### src/rtl/key_debouncer.sv
// Key input conditioning: per-key two-flop synchroniser, counter debounce,
// clean level, one-cycle press/release pulses and a press-driven toggle.
// Every key is handled by its own independent slice.
module key_debouncer #(
   parameter int clk_mhz         = 50,
   parameter int w_key           = 4,
   parameter int debounce_ms     = 10,
   parameter int debounce_cycles = clk_mhz * 1000 * debounce_ms,
   parameter bit key_active_low  = 1'b0
) (
   input  logic             clk,
   input  logic             rst,          // asynchronous, active-low
   input  logic [w_key-1:0] key_raw,
   output logic [w_key-1:0] key_stable,
   output logic [w_key-1:0] key_pressed,
   output logic [w_key-1:0] key_released,
   output logic [w_key-1:0] key_toggle
);

   // Counter must hold values 0..D-1; sized for D so that D=1 still gets one bit.
   localparam int              CNT_W    = $clog2(debounce_cycles + 1);
   localparam logic [CNT_W-1:0] CNT_LAST = CNT_W'(debounce_cycles - 1);
   localparam logic [CNT_W-1:0] CNT_ONE  = CNT_W'(1);

   logic [w_key-1:0] w_key_in;     // logical key level, 1 = pressed
   logic [w_key-1:0] r_sync1;
   logic [w_key-1:0] r_sync2;
   logic [w_key-1:0] w_stable;     // debounced level gathered from the slices
   logic [w_key-1:0] r_stable_d;   // one-cycle delayed level for edge detection
   logic [w_key-1:0] w_rise;
   logic [w_key-1:0] w_fall;
   logic [w_key-1:0] r_pressed;
   logic [w_key-1:0] r_released;
   logic [w_key-1:0] r_toggle;

   // Normalise polarity before synchronising so reset value 0 means "not pressed".
   assign w_key_in = key_active_low ? ~key_raw : key_raw;

   // Two-flop synchroniser for the asynchronous key pins.
   always_ff @(posedge clk or negedge rst) begin
      if (!rst) begin
         r_sync1 <= '0;
         r_sync2 <= '0;
      end else begin
         r_sync1 <= w_key_in;
         r_sync2 <= r_sync1;
      end
   end

   genvar gi;
   generate
      for (gi = 0; gi < w_key; gi++) begin : g_key
         logic [CNT_W-1:0] r_cnt;
         logic             r_stable;

         // Accept a new level only after D consecutive differing samples;
         // any sample matching the current level discards the partial count.
         always_ff @(posedge clk or negedge rst) begin
            if (!rst) begin
               r_cnt    <= '0;
               r_stable <= 1'b0;
            end else if (r_sync2[gi] == r_stable) begin
               r_cnt    <= '0;
            end else if (r_cnt == CNT_LAST) begin
               r_cnt    <= '0;
               r_stable <= r_sync2[gi];
            end else begin
               r_cnt    <= r_cnt + CNT_ONE;
            end
         end

         assign w_stable[gi] = r_stable;
      end
   endgenerate

   assign w_rise = w_stable & ~r_stable_d;
   assign w_fall = ~w_stable & r_stable_d;

   // Registered edge pulses and press toggle, one cycle after the level changes.
   // Reset clears both the level and its delayed copy, so no edge is seen on reset.
   always_ff @(posedge clk or negedge rst) begin
      if (!rst) begin
         r_stable_d <= '0;
         r_pressed  <= '0;
         r_released <= '0;
         r_toggle   <= '0;
      end else begin
         r_stable_d <= w_stable;
         r_pressed  <= w_rise;
         r_released <= w_fall;
         r_toggle   <= r_toggle ^ w_rise;
      end
   end

   assign key_stable   = w_stable;
   assign key_pressed  = r_pressed;
   assign key_released = r_released;
   assign key_toggle   = r_toggle;

endmodule

### config.mk
export PLATFORM = sky130hd
export DESIGN_NAME = key_debouncer
export DESIGN_NICKNAME = d
export VERILOG_FILES = /design/src/rtl/key_debouncer.sv
export SDC_FILE = /design/constraint.sdc
export NUM_CORES = 1
export LEC_CHECK = 0
export ABC_AREA = 1
export BUFFER_PORTS_ARGS = -buffer_cell sky130_fd_sc_hd__buf_2
export CAP_MARGIN = 40
export CORE_MARGIN = 2
export CORE_UTILIZATION = 45
export CTS_CLUSTER_DIAMETER = 200
export DETAILED_ROUTE_END_ITERATION = 8
export GPL_TIMING_DRIVEN = 0
export PLACE_DENSITY = 0.62
export RECOVER_POWER = 25
export SYNTH_ARGS = -nofsm -noshare
export SYNTH_HDL_FRONTEND = slang
export SYNTH_SLANG_ARGS = --single-unit
### constraint.sdc
create_clock -name clk -period 1.8 [get_ports clk]
set_input_delay 0 -clock clk [delete_from_list [all_inputs] [get_ports clk]]
set_output_delay 0 -clock clk [all_outputs]
set_load 0.02 [all_outputs]
==> impl_metrics.csv <==
group,metric,value,unit
critical_path,cpPeakStageDelay,0.40,ns
yosys,async_flop_share,100,%
yosys,yosysSeqAreaShare,48.7,%
yosys,ys_types,26,
timing,slew_headroom,35.0,%
global_routing,antenna_found_initial,0,
cells_and_area,final_core_util,52.1,%
critical_path,cp.required,2.08,ns
timing,rsz0062_at_grt,"false",
cells_and_area,stdcell_count,873,
timing,fin_setup_tns,0,ns
timing,clock_skew,0.00902,ns
global_routing,met2_usage,28.3,%
place,port_buffers,21,
cells_and_area,areaGrowthSynthToFinish,12.2,%
clock_network,clock_latency,0.35,ns
cells_and_area,nets,736,
routing,vias_per_cell,4.80,
yosys,synth_area_leaders,"dfrtp_1, nor2_1, nand2_1",
global_routing,grt.overflow.total,0,
timing,fin_crit,1.53,ns
critical_path,crit_path_max_fanout,5,
global_routing,gr-max-usage-layer,"met2",
critical_path,cp_cell_sequence,"ha_1, nand2_1, inv_1, nand2_1, nor2_1, a21oi_2, inv_2, nor2_1",
clock_network,path_clk_slew,0.07,ns
routing,drc,1,
routing,drtIter0Drc,321,
run,drv_cap,0,
pwr,peakVddDrop,0.435,mV
timing,maxSlewViolCount,0,
routing,wl_per_cell,11.7,microns
place,globalplace.congestion,0.865,
clock_network,post-cts-setup-buffers,0,
yosys,yosysMostFrequentCell,"nor2_1",
routing,firstDrtPassIters,6,
timing,fmax,653,MHz
yosys,synth_common_cells,"nor2_1, nand2_1, dfrtp_1, inv_1, nand3_1",
clock_network,cts_sinks,104,
critical_path,slowest_stage,"dfrtp_1",
global_routing,use_met1,23.4,%
hold_path,min_path_type,"in -> reg",
global_routing,grt_use_total,17.5,%
critical_path,path_class,"reg -> reg",
yosys,postSynthNetCount,698,
yosys,synth-seq-cells,104,
place,placed_area,5660,sq um
floorplan,rows,39,
clock_network,clock-root-buffer,"clkbuf_16",
pwr,power_leakage,2.82,nW
place,hpwl,7300,microns
floorplan,die-area,12800,sq um
timing,max_slew.worst_pin.slew,0.975,ns
floorplan,initial_utilization,46.4,%
clock_network,h-tree-depth,3,
yosys,syn_inst,688,
floorplan,die_x,113,microns
routing,postRouteAntennaNets,0,
clock_network,tritoncts,"built",
clock_network,cts_buffer_depth,2,
critical_path,crit_path_end_kind,"flip-flop",
run_status,violations,"design-rule violations",
yosys,synth_top_area_share,48.7,%
floorplan,ios,22,
yosys,syn-mean-instance-area,7.77,sq um
cells_and_area,layout-drive-gt1-share,10.4,%
critical_path,critical_path_arrival,1.81,ns
cells_and_area,fin_area,6000,sq um
timing,setup_viol,0,
routing,dr_total_vias,4192,
timing,hold_ws,0.298,ns
clock_network,cts_resized,0,
clock_network,cts_buffers,9,
floorplan,core_area,11500,sq um
routing,totalWireLength,10200,microns
global_routing,grt_pass1_wl,18200,microns
place,dp.cells,853,
timing,final_hold_viol_count,0,
global_routing,use_met3,4.98,%
timing,min_period_over_period,85.0,%
yosys,synth-edff-count,0,
yosys,synth_area,5350,sq um
yosys,ys.flop_type,"dfrtp_1",
yosys,synth_top_area_cell,"dfrtp_1",
yosys,ys_warn_count,0,
global_routing,grt_pass1_vias,4000,
cells_and_area,antenna_cells,0,
run_status,status,"finished with violations",
floorplan,die-height,113,microns
pwr,power_density,747,nW/um^2
global_routing,grt_max_degree,68,
critical_path,start_kind,"flip-flop",
state kept, by name, summed over array words and instances (netlist names):
name,cells
r_sync2,4
key_toggle,4
r_sync1,4
g_key.r_cnt,76
key_released,4
key_pressed,4
r_stable_d,4
g_key.r_stable,4
metrics by stage:
step	total power [mW]	worst slack (ns)
final	4.48	0.269
after global routing	4.69	0.113
after CTS	4.57	0.249
after detailed placement	2.58	0.272
after global placement	2.57	-0.436
after floorplan	2.49	0.521
final cells by class:
type                    count  area [sq um]
plain buffers               9          55.1
clock buffers              12           246
clock inverters             3          42.5
fillers                  1075          5520
inverters                  84           315
multi-input cells         491          2370
flip-flops and latches    104          2600
well taps                 143           179
repair buffers             27           183
where the power goes:
part	internal (mW)	leakage, nW	switching (mW)	total [mW]
clock	1.11	0.139	0.836	1.94
sequential	2.37	1.42	0.0200	2.39
combinational	0.0462	1.26	0.104	0.151
path summary, 6_finish.rpt:
check | start | to | slack [ns] | cells after the start
max in group asynchronous | rst | g_key[0].r_cnt[13] | 0.63 | 3
hold / removal | key_raw[0] | r_sync1[0] | 0.30 | 2
setup / recovery | g_key[3].r_cnt[0] | g_key[3].r_cnt[17] | 0.27 | 8
setup reg to reg | g_key[3].r_cnt[0] | g_key[3].r_cnt[17] | 0.27 | 8
hold reg to reg | r_sync1[0] | r_sync2[0] | 0.35 | 0
min in group asynchronous | rst | g_key[2].r_cnt[12] | 0.35 | 2
kinds of logic after synthesis:
family	after synthesis	share of synthesized area, %
adders and majority gates	4	0.936
and+or+nand+nor	419	33.6
AOI/OAI and AO/OA	24	2.50
DFF	104	48.7
buffers and inverters	93	6.93
xor gates and xnor gates	44	7.35
per-layer routing:
metal | part of all wire, % | vias to the layer above
met5 | 0 | -
met2 | 48 | 64
met3 | 3.1 | 7
li1 | - | 2180
met4 | 0.83 | 0
met1 | 48 | 1941
what timing repair did:
item                                    4_1_cts  5_1_grt
endpoints found under the hold margin        41        0
endpoints found under the setup margin        0        0
hold buffers                                  5        0
critical path, delay by kind of cell (launching register included):
family	cells	cell delay [ns]
AOI/OAI and AO/OA	1	0.24
adders and majority gates	1	0.22
buffers and inverters	2	0.19
DFF	1	0.40
and+or+nand+nor	4	0.40
placed cells by master (no fill, tap or decap), types with 2 or more instances in the layout:
cell type,netlist,final
nor2_2,11,11
nand2_2,8,8
nor3_1,4,4
ha_1,4,4
buf_2,5,25
o21bai_1,3,3
nor2_4,7,7
clkbuf_1,0,2
xor2_1,26,26
nor3b_1,5,5
nand2_1,145,145
inv_1,82,82
inv_2,2,2
dlygate4sd3_1,0,5
buf_4,4,4
dfrtp_1,104,104
nor2_1,174,174
clkbuf_16,0,9
a21oi_1,12,12
o21ai_0,6,6
xnor2_1,17,17
nand3_2,2,2
nand3_1,55,55
and2_1,2,2
nand4_1,6,6
(Power assumes the default switching activity.)
